**config.mk**
```make
export PLATFORM = sky130hd
export DESIGN_NAME = config_frame_loader
export DESIGN_NICKNAME = d
export VERILOG_FILES = /design/src/rtl/config_frame_loader.sv
export SDC_FILE = /design/constraint.sdc
export NUM_CORES = 1
export LEC_CHECK = 0
export ABC_AREA = 0
export BUFFER_PORTS_ARGS = -buffer_cell sky130_fd_sc_hd__buf_2
export CAP_MARGIN = 20
export CORE_MARGIN = 5
export CORE_UTILIZATION = 52
export DETAILED_ROUTE_END_ITERATION = 8
export HOLD_SLACK_MARGIN = 0.1
export PLACE_DENSITY = 0.84
export SYNTH_ARGS = -nofsm -noshare
export SYNTH_HDL_FRONTEND = slang
export SYNTH_SLANG_ARGS = --single-unit
```
**constraint.sdc**
```tcl
create_clock -name prog_clk -period 2.2 [get_ports prog_clk]
set_clock_uncertainty 0.1 [all_clocks]
set_input_delay 0.66 -clock prog_clk [delete_from_list [all_inputs] [get_ports prog_clk]]
set_output_delay 0.66 -clock prog_clk [all_outputs]
set_load 0.05 [all_outputs]
```
**src/rtl/config_frame_loader.sv**
```systemverilog
// config_frame_loader: serial configuration frame loader for a TGATE mux.
// Shifts MEM_WIDTH data bits plus one even-parity bit in from ccff_head,
// checks the frame, and only then commits it to mem_out/mem_outb.
// Optional build macro: CFG_ONEHOT_CHECK_EN also rejects staged words with
// more than one bit set. Several TGATEs must never drive one mux output.
module config_frame_loader #(
    parameter int MEM_WIDTH = 4
) (
    input  logic                 prog_clk,
    input  logic                 prog_reset_n,
    input  logic                 cfg_start,
    input  logic                 ccff_head,
    input  logic                 ccff_en,
    output logic                 ccff_tail,
    output logic [0:MEM_WIDTH-1] mem_out,
    output logic [0:MEM_WIDTH-1] mem_outb,
    output logic                 cfg_busy,
    output logic                 cfg_done,
    output logic                 cfg_err
);

    localparam int              CNT_W   = $clog2(MEM_WIDTH + 1);
    localparam logic [CNT_W-1:0] PAR_IDX = CNT_W'(MEM_WIDTH);

    typedef enum logic [2:0] {
        IDLE,
        SHIFT,
        CHECK,
        COMMIT,
        ERROR
    } state_e;

    state_e                 state_q;
    logic [CNT_W-1:0]       cnt_q;
    logic [0:MEM_WIDTH-1]   stage_q;
    logic [0:MEM_WIDTH-1]   stage_d;
    logic [0:MEM_WIDTH-1]   mem_q;
    logic                   par_q;
    logic                   tail_q;
    logic                   busy_q;
    logic                   done_q;
    logic                   err_q;
    logic                   frame_ok_d;

    // Even parity: data bits plus parity bit must XOR to zero.
    function automatic logic parity_ok(input logic [0:MEM_WIDTH-1] w, input logic p);
        return ((^w) ^ p) == 1'b0;
    endfunction

`ifdef CFG_ONEHOT_CHECK_EN
    localparam logic [0:MEM_WIDTH-1] ONE = MEM_WIDTH'(1);

    // Zero or one bit set: clearing the lowest set bit leaves nothing.
    function automatic logic onehot_ok(input logic [0:MEM_WIDTH-1] w);
        return (w & (w - ONE)) == '0;
    endfunction

    // Frame verdict: parity and at-most-one-hot.
    always_comb begin
        frame_ok_d = parity_ok(stage_q, par_q) && onehot_ok(stage_q);
    end
`else
    // Frame verdict: parity only.
    always_comb begin
        frame_ok_d = parity_ok(stage_q, par_q);
    end
`endif

    // New bits enter at the top and walk toward index 0, so the first bit
    // sent ends at index 0. The word is not cleared between frames, so old
    // contents stream out on ccff_tail to chain into the next loader.
    always_comb begin
        stage_d = {stage_q[1:MEM_WIDTH-1], ccff_head};
    end

    // Control FSM with registered status flags, staging and commit register.
    always_ff @(posedge prog_clk or negedge prog_reset_n) begin
        if (!prog_reset_n) begin
            state_q <= IDLE;
            cnt_q   <= '0;
            stage_q <= '0;
            mem_q   <= '0;
            par_q   <= 1'b0;
            tail_q  <= 1'b0;
            busy_q  <= 1'b0;
            done_q  <= 1'b0;
            err_q   <= 1'b0;
        end else begin
            case (state_q)
                IDLE, ERROR: begin
                    if (cfg_start) begin
                        state_q <= SHIFT;
                        cnt_q   <= '0;
                        err_q   <= 1'b0;
                        busy_q  <= 1'b1;
                    end
                end
                SHIFT: begin
                    if (ccff_en) begin
                        if (cnt_q != PAR_IDX) begin
                            stage_q <= stage_d;
                            tail_q  <= stage_q[0];
                            cnt_q   <= cnt_q + 1'b1;
                        end else begin
                            par_q   <= ccff_head;
                            state_q <= CHECK;
                        end
                    end
                end
                CHECK: begin
                    if (frame_ok_d) begin
                        state_q <= COMMIT;
                        mem_q   <= stage_q;
                        done_q  <= 1'b1;
                    end else begin
                        state_q <= ERROR;
                        err_q   <= 1'b1;
                        busy_q  <= 1'b0;
                    end
                end
                COMMIT: begin
                    state_q <= IDLE;
                    done_q  <= 1'b0;
                    busy_q  <= 1'b0;
                end
                default: begin
                    state_q <= IDLE;
                    busy_q  <= 1'b0;
                    done_q  <= 1'b0;
                end
            endcase
        end
    end

    assign ccff_tail = tail_q;
    assign mem_out   = mem_q;
    assign mem_outb  = ~mem_q;
    assign cfg_busy  = busy_q;
    assign cfg_done  = done_q;
    assign cfg_err   = err_q;

endmodule
```
== Word level (Yosys, flattened, before mapping) ==
Index checks and enable logic that the tools add are counted.

* Input port bits: 5
* Output and inout bits: 12
* Register bits: 19
* Logic and storage cells: 57

* Reduce and logical (&&, ||, !) cells: 14
* Equality and inequality tests: 10
* Muxes and demuxes: 17
* Add/subtract/negate cells: 1
* Bitwise gates (word level): 6

{| class="wikitable"
|+ Operators with widths
! operator !! number
|-
| 3-bit two-way mux || 7
|-
| 3-bit AND reduction || 5
|-
| 2-bit != test, second input constant || 6
|-
| 3-bit case mux with 3 select lines || 1
|-
| 3-bit case mux with 2 select lines || 1
|-
| 1-bit two-way mux || 5
|-
| 1-bit NOT || 4
|-
| 4-bit NOT || 1
|-
| 1-bit case mux with 2 select lines || 2
|-
| 2-bit AND reduction || 2
|-
| 4-bit AND reduction || 1
|-
| 2-bit nonzero test || 2
|-
| 4-bit parity || 1
|-
| 3-bit by 1-bit adder with 3-bit output, second input constant || 1
|-
| 3-bit by 1-bit == test with 1-bit output, second input constant || 1
|-
| 3-bit by 2-bit == test with 1-bit output, second input constant || 1
|-
| 3-bit == test, second input constant || 1
|-
| 3-bit zero test || 1
|-
| 3-bit != test, second input constant || 1
|-
| 1-bit case mux with 3 select lines || 1
|-
| 3-bit OR reduction || 1
|-
| 2-bit OR reduction || 1
|-
| 1-bit XOR || 1
|}

== Depth between registers and ports, before layout ==
Gate-level depths: netlist of run 1.

* Depth after elaboration: 4
* Gate-level depth with buffers: 7
* Mapped depth without buffers: 6

== Worst setup path after synthesis of run 1 ==
Ideal clock, no wire load.

* Path type: reg-to-output
* Start: register mem_q (netlist bit mem_out[1])
* End: output mem_outb[1] in the netlist's numbering
* Arrival time: 0.978 ns
* Path slack: 0.462 ns
* Stages on the path, launching flop included: 2
* Required time: 1.440 ns
* Path through: dfrtp_1 inv_1

* Cells in the longest elaborated chain, start to end: 1

{| class="wikitable"
|+ Ends and longest elaborated chain
! element !! line !! RTL
|-
| start, declared || 37 || <nowiki>logic [0:MEM_WIDTH-1] mem_q;</nowiki>
|-
| start signal, assigned || 113 || <nowiki>mem_q <= stage_q;</nowiki>
|-
| 4-bit NOT || 137 || <nowiki>assign mem_outb = ~mem_q;</nowiki>
|-
| end, declared || 16 || <nowiki>output logic [0:MEM_WIDTH-1] mem_outb,</nowiki>
|}

Every way passes these cells.

== Final worst setup path of run 1 ==
Ends and elaborated chain as after synthesis.

==> reports/results.tsv, run 1 <==
stage	metric	value	unit
outcome	outcome	completed	
clocking	clock_latency	0.31	ns
placed_design	io_buffers	16	
run	drv_cap	0	
routing	viasPerCell	5.57	
placed_design	place_area	997	um2
clocking	clockBufferDepth	2	
clocking	ctsRootBufferMaster	clkbuf_4	
clocking	cts_max_level	1	
clocking	numCtsBuffers	3	
timing	setup_violations	0	
critical_path	startpoint_type	flip-flop	
timing	finalCriticalPeriod	1.82	ns
critical_path	required	1.44	ns
synth	syn_area	901	um2
clocking	clk_pin_slew	0.12	ns
clocking	cts.repair.resized	0	
routing	routedWlPerCell	14.7	um
floorplanning	dieWidth	51.6	um
finish	antenna_cells	0	
synth	synth_ff_type	dfrtp_1	
routing	ant_nets	0	
power_and_ir_drop	p_per_area	1680	mW/mm2
timing	slew_headroom	72.1	%
critical_path	crit_arrival	1.06	ns
timing	rsz0062_at_grt	false	
critical_path	worstSetupEndpointType	primary output	
finish	area_growth	14.0	%
critical_path	crit_fanout	4	
synth	ys_ff_latch	19	
global_route	antenna_found_initial	0	
placed_design	placed_cells	110	
synth	synth.yosys.seq_area_share	52.8	%
synth	synth.avg_cell_area	11.5	um2
floorplanning	die-area	0.00266	mm2
global_route	grt_pass1_wl	2860	um
floorplanning	io_pins	17	
floorplanning	start_util	53.3	%
worst_hold_path	hold_class	in2async	
timing	worstMarginPinSlew	0.419	ns
timing	fmax	550	MHz
floorplanning	fp.dieH	51.6	um
synth	ys_types	24	
finish	drive_gt1_share	27.8	%
routing	drc	0	
floorplanning	core	0.00169	mm2
power_and_ir_drop	ir_drop	0.909	mV
global_route	first_global_vias	615	
placed_design	gp_congestion	0.766	
timing	finalHoldViolCount	0	
routing	first_pass_iters	4	
power_and_ir_drop	leakagePower	0.000522	uW
global_route	gr-total-overflow	0	
critical_path	worstSetupPathType	reg2out	
routing	first_iter_violations	12	
synth	synth_largest_area_cell	dfrtp_1	
routing	route.vias.total	635	
routing	totalWireLength	1680	um
finish	fin_util	60.8	%
placed_design	hpwl	1240	um
clocking	cts_sinks	19	
synth	yosysWarnings	0	
synth	synth_edf_count	0	
clocking	cts_tree	done	
synth	async_flop_share	100	%
synth	syn_inst	78	
timing	slew_violations	0	
global_route	grt_util_all_layers	15.1	%
synth	netlist.area_leader.share	52.8	%
synth	yosys-top-cells-area	dfrtp_1 (53%), mux2_1 (6.3%), mux2_4 (5.0%)	
clocking	cts_hold_buf	0	
finish	finalNonFillerCells	114	
global_route	grt_max_degree	20	
timing	setup_tns	0	ns
floorplanning	rows	15	
timing	whs	0.165	ns
finish	fin_nets	105	
synth	synth_nets	85	
timing	fin_crit_sh	82.6	%
finish	stdcell_area	0.00103	mm2
clocking	postCtsSetupBuffers	0	
cell usage in the layout, fill, tap and decap left out, types with 2 or more instances in the layout:
cell,synthesis,final
o21ai_0,2,2
dfrtp_1,19,19
nand2b_1,2,2
inv_1,9,9
mux2_1,5,5
clkbuf_4,0,3
nand2_1,8,8
a21oi_1,4,4
ha_1,2,2
mux2_4,3,3
nand3_1,4,4
buf_2,1,16
o21ai_1,7,7
through the flow:
stage                     power, uW  setup WS [ns]
after CTS                      1730          0.388
after global routing           1840          0.338
final                          1730          0.383
after detailed placement       1550          0.318
after floorplan                1360          0.462
after global placement         1510          0.374
flip-flops by register name (all words and copies together) (netlist names):
signal	cells
cnt_q	3
mem_out	4
ccff_tail	1
par_q	1
cfg_done	1
cfg_busy	1
state_q	3
stage_q	4
cfg_err	1
cell usage after synthesis, types with 2 or more instances:
cell type and n:
nand2b_1 2, ha_1 2, o21ai_0 2, mux2_1 5, o21ai_1 7, inv_1 9, dfrtp_1 19, a21oi_1 4
mux2_4 3, nand2_1 8, nand3_1 4
path summary, 6_finish.rpt:
| kind | startpoint | endpoint | slack [ns] | cells after the start |
|---|---|---|---|---|
| worst min register to register | cfg_err | cfg_err | 0.40 | 2 |
| worst min-delay path | prog_reset_n | mem_out[0] | 0.16 | 1 |
| worst max register to register | stage_q[0] | mem_out[2] | 0.40 | 4 |
| min in group prog_clk | cfg_err | cfg_err | 0.40 | 2 |
| max in group asynchronous | prog_reset_n | state_q[1] | 1.53 | 1 |
| worst max-delay path | mem_out[1] | mem_outb[1] | 0.38 | 2 |
worst max-delay path, cell delays in order, from the launching register on:
cell and delay, ns:
dfrtp_1 0.43, inv_1 0.06, buf_2 0.25
metal layers:
layer / part of all wire [%] / GRT usage (%) / vias up / wire [um]
met3: 2.7 / 2.58 / 4 / 46
met1: 43 / 18.5 / 307 / 729
met5: 0 / 0 / - / 0
met4: 3.2 / 10.5 / 0 / 54
met2: 51 / 24.2 / 16 / 850
li1: - / - / 308 / -
area by class of cell:
class / count / area, um2
clock buffer: 3 / 22.5
multi-input combinational: 49 / 387
timing repair buffer: 16 / 80.1
sequential: 19 / 475
inverter: 9 / 33.8
clock inverter: 1 / 7.51
fill: 143 / 662
tap: 17 / 21.3
power breakdown:
group | switching [uW] | internal (uW)
combinational | 595 | 327
sequential | 135 | 488
clock | 113 | 69.3
total | 843 | 884
kinds of logic after synthesis:
kind of cell	synth area share, %
and+or+nand+nor	12.6
buffers and inverters	4.30
AOI/OAI and AO/OA	9.86
adders and majority gates	2.78
xor gates and xnor gates	6.39
DFF	52.8
muxes	11.2
Note: power is estimated with default switching activity, not from simulation.
==> run 2: changes to the inputs <==
clock period = 1.71 ns   (was 2.2 ns; I/O delays follow)
==> run 2 against run 1 <==
Final cell count rose by 11%. First-iteration DRC count shrank 25%. Critical path depth rose by 2. Sequential share of layout area decreased by 3.9 points. Critical path type is now reg2reg. Critical endpoint is now mem_out[3]. Highest routed layer unchanged.
==> reports/results.tsv, run 2 (synthesis gave the netlist of run 1 again) <==
stage	metric	value	unit	change
timing	fmax	585	MHz	
timing	worstMarginPinSlew	0.418	ns	was 0.419 ns
routing	viasPerCell	5.36		was 5.57
floorplanning	dieWidth	51.6	um	unchanged
floorplanning	die-area	0.00266	mm2	unchanged
power_and_ir_drop	leakagePower	0.000585	uW	was 0.000522 uW
critical_path	cp_slowest_cell	dfrtp_2		was dfrtp_1
placed_design	gp_congestion	0.782		was 0.766
critical_path	worstSetupEndpointType	flip-flop		was primary output
floorplanning	core	0.00169	mm2	unchanged
floorplanning	start_util	53.3	%	unchanged
power_and_ir_drop	p_per_area	2220	mW/mm2	was 1680 mW/mm2
global_route	first_global_vias	670		was 615
critical_path	slowest_delay	0.45	ns	was 0.43 ns
global_route	antenna_found_initial	0		unchanged
critical_path	required	1.81	ns	was 1.44 ns
critical_path	crit_fanout	4		unchanged
worst_hold_path	hold_class	in2reg		was in2async
placed_design	io_buffers	16		unchanged
timing	finalHoldViolCount	0		unchanged
clocking	cts_tree	done		unchanged
finish	fillers	127		was 143
finish	final_cell_mix	dfrtp_1 (18), buf_2 (16), buf_4 (11)		was dfrtp_1 (19), buf_2 (16), inv_1 (9)
timing	fin_crit_sh	99.9	%	
global_route	grt_util_all_layers	15.6	%	was 15.1%
finish	antenna_cells	0		unchanged
routing	first_pass_iters	4		unchanged
clocking	clock_latency	0.30	ns	was 0.31 ns
routing	routedWlPerCell	14.1	um	was 14.7 um
finish	drive_gt1_share	35.8	%	was 27.8%
finish	stdcell_area	0.00112	mm2	was 0.00103 mm2
finish	final_common_cell	dfrtp_1		unchanged
critical_path	worstPathCellList	xnor2_2 -> xnor3_2 -> nand3_4 -> mux2_4		was inv_1 -> buf_2
clocking	clk_pin_slew	0.10	ns	was 0.12 ns
timing	slew_headroom	72.2	%	was 72.1%
timing	finalCriticalPeriod	1.71	ns	
placed_design	place_area	0.00106	mm2	was 997 um2
critical_path	startpoint_type	flip-flop		unchanged
clocking	clockBufferDepth	2		unchanged
run	drv_cap	0		unchanged
clocking	cts_sinks	19		unchanged
clocking	cts_max_level	1		unchanged
routing	drc	0		unchanged
power_and_ir_drop	ir_drop	1.19	mV	was 0.909 mV
routing	totalWireLength	1770	um	was 1680 um
critical_path	worstSetupPathType	reg2reg		was reg2out
routing	route.vias.total	675		was 635
global_route	gr-total-overflow	0		unchanged
placed_design	dp_slack	0.0120	ns	was 0.318 ns
finish	multi_input_area	394	um2	was 387 um2
floorplanning	io_pins	17		unchanged
finish	fin_nets	117		was 105
timing	setup_violations	0		unchanged
finish	area_growth	24.9	%	was 14.0%
outcome	outcome	completed		unchanged
critical_path	crit_arrival	1.80	ns	was 1.06 ns
timing	slew_violations	0		unchanged
clocking	numCtsBuffers	3		unchanged
timing	timing.final.ws_setup	0.00125	ns	was 0.383 ns
finish	seq_area	477	um2	was 475 um2
global_route	grt_max_degree	20		unchanged
floorplanning	fp.dieH	51.6	um	unchanged
routing	first_iter_violations	9		was 12
floorplanning	rows	15		unchanged
clocking	ctsRootBufferMaster	clkbuf_4		unchanged
placed_design	hpwl	1280	um	was 1240 um
global_route	grt_pass1_wl	3010	um	was 2860 um
routing	ant_nets	0		unchanged
run 2: changes by cell type in the layout (fill, tap and decap cells not counted), sizes merged:
cell	previous run	this run
buf	16	27
clkbuf	3	4
clkinvlp	1	0
dlygate4sd3	0	1
run 2: area by class of cell:
cell class                 instances  share of cell area, %
clock buffer                       4                   2.34
tap                               17                   1.89
inverter                           9                   3.00
timing repair buffer              28                   15.4
sequential                        19                   42.4
multi-input combinational         49                   35.0
run 2: critical path: cells and delay by family, from the launching register on:
family	cells	cell delay (ns)
XOR/XNOR	2	0.63
flip-flops	1	0.45
multiplexers	1	0.31
AND/OR/NAND/NOR	1	0.11
run 2: routing by layer:
layer | up-vias | GRT usage [%] | wire length (um)
met5 | - | 0 | 0
met4 | 0 | 10.5 | 38
met3 | 4 | 1.72 | 45
met2 | 13 | 25.0 | 885
met1 | 326 | 19.9 | 803
li1 | 332 | - | -
run 2: power breakdown:
group / switching (uW) / total, uW / internal (uW) / leakage, uW
clock network: 138 / 229 / 91.0 / 0.0000150
logic: 840 / 1480 / 641 / 0.000335
registers: 154 / 785 / 631 / 0.000235
run 2: path summary, 6_finish.rpt:
kind	depth (start not counted)	to	slack (ns)	from
setup / recovery	4	mem_out[3]	0.001	stage_q[3]
min in group asynchronous	2	stage_q[2]	0.57	prog_reset_n
max in group asynchronous	2	stage_q[3]	0.62	prog_reset_n
setup reg to reg	4	mem_out[3]	0.001	stage_q[3]
hold / removal	2	stage_q[3]	0.34	ccff_head
hold reg to reg	1	ccff_tail	0.39	ccff_tail
run 2: stage by stage:
stage | hold WS (ns) | util (%) | cells | total power [uW] | setup TNS [ns]
2_1_floorplan | 0.117 | - | 78 | 1750 | 0
3_3_place_gp | 0.363 | 62.6 | 118 | 2120 | 0
3_5_place_dp | 0.374 | 62.6 | 118 | 2150 | 0
4_1_cts | 0.343 | 64.7 | 123 | 2390 | 0
5_1_grt | 0.343 | 66.6 | 126 | 2670 | -0.149
6_report | 0.345 | 66.6 | 126 | 2500 | 0
run 2: what timing repair did:
action                                 CTS  global route
buffers inserted                         0             3
setup endpoints to repair                0             3
gates resized for setup                  0             2
endpoints found under the hold margin   19             0
hold buffers                             1             0
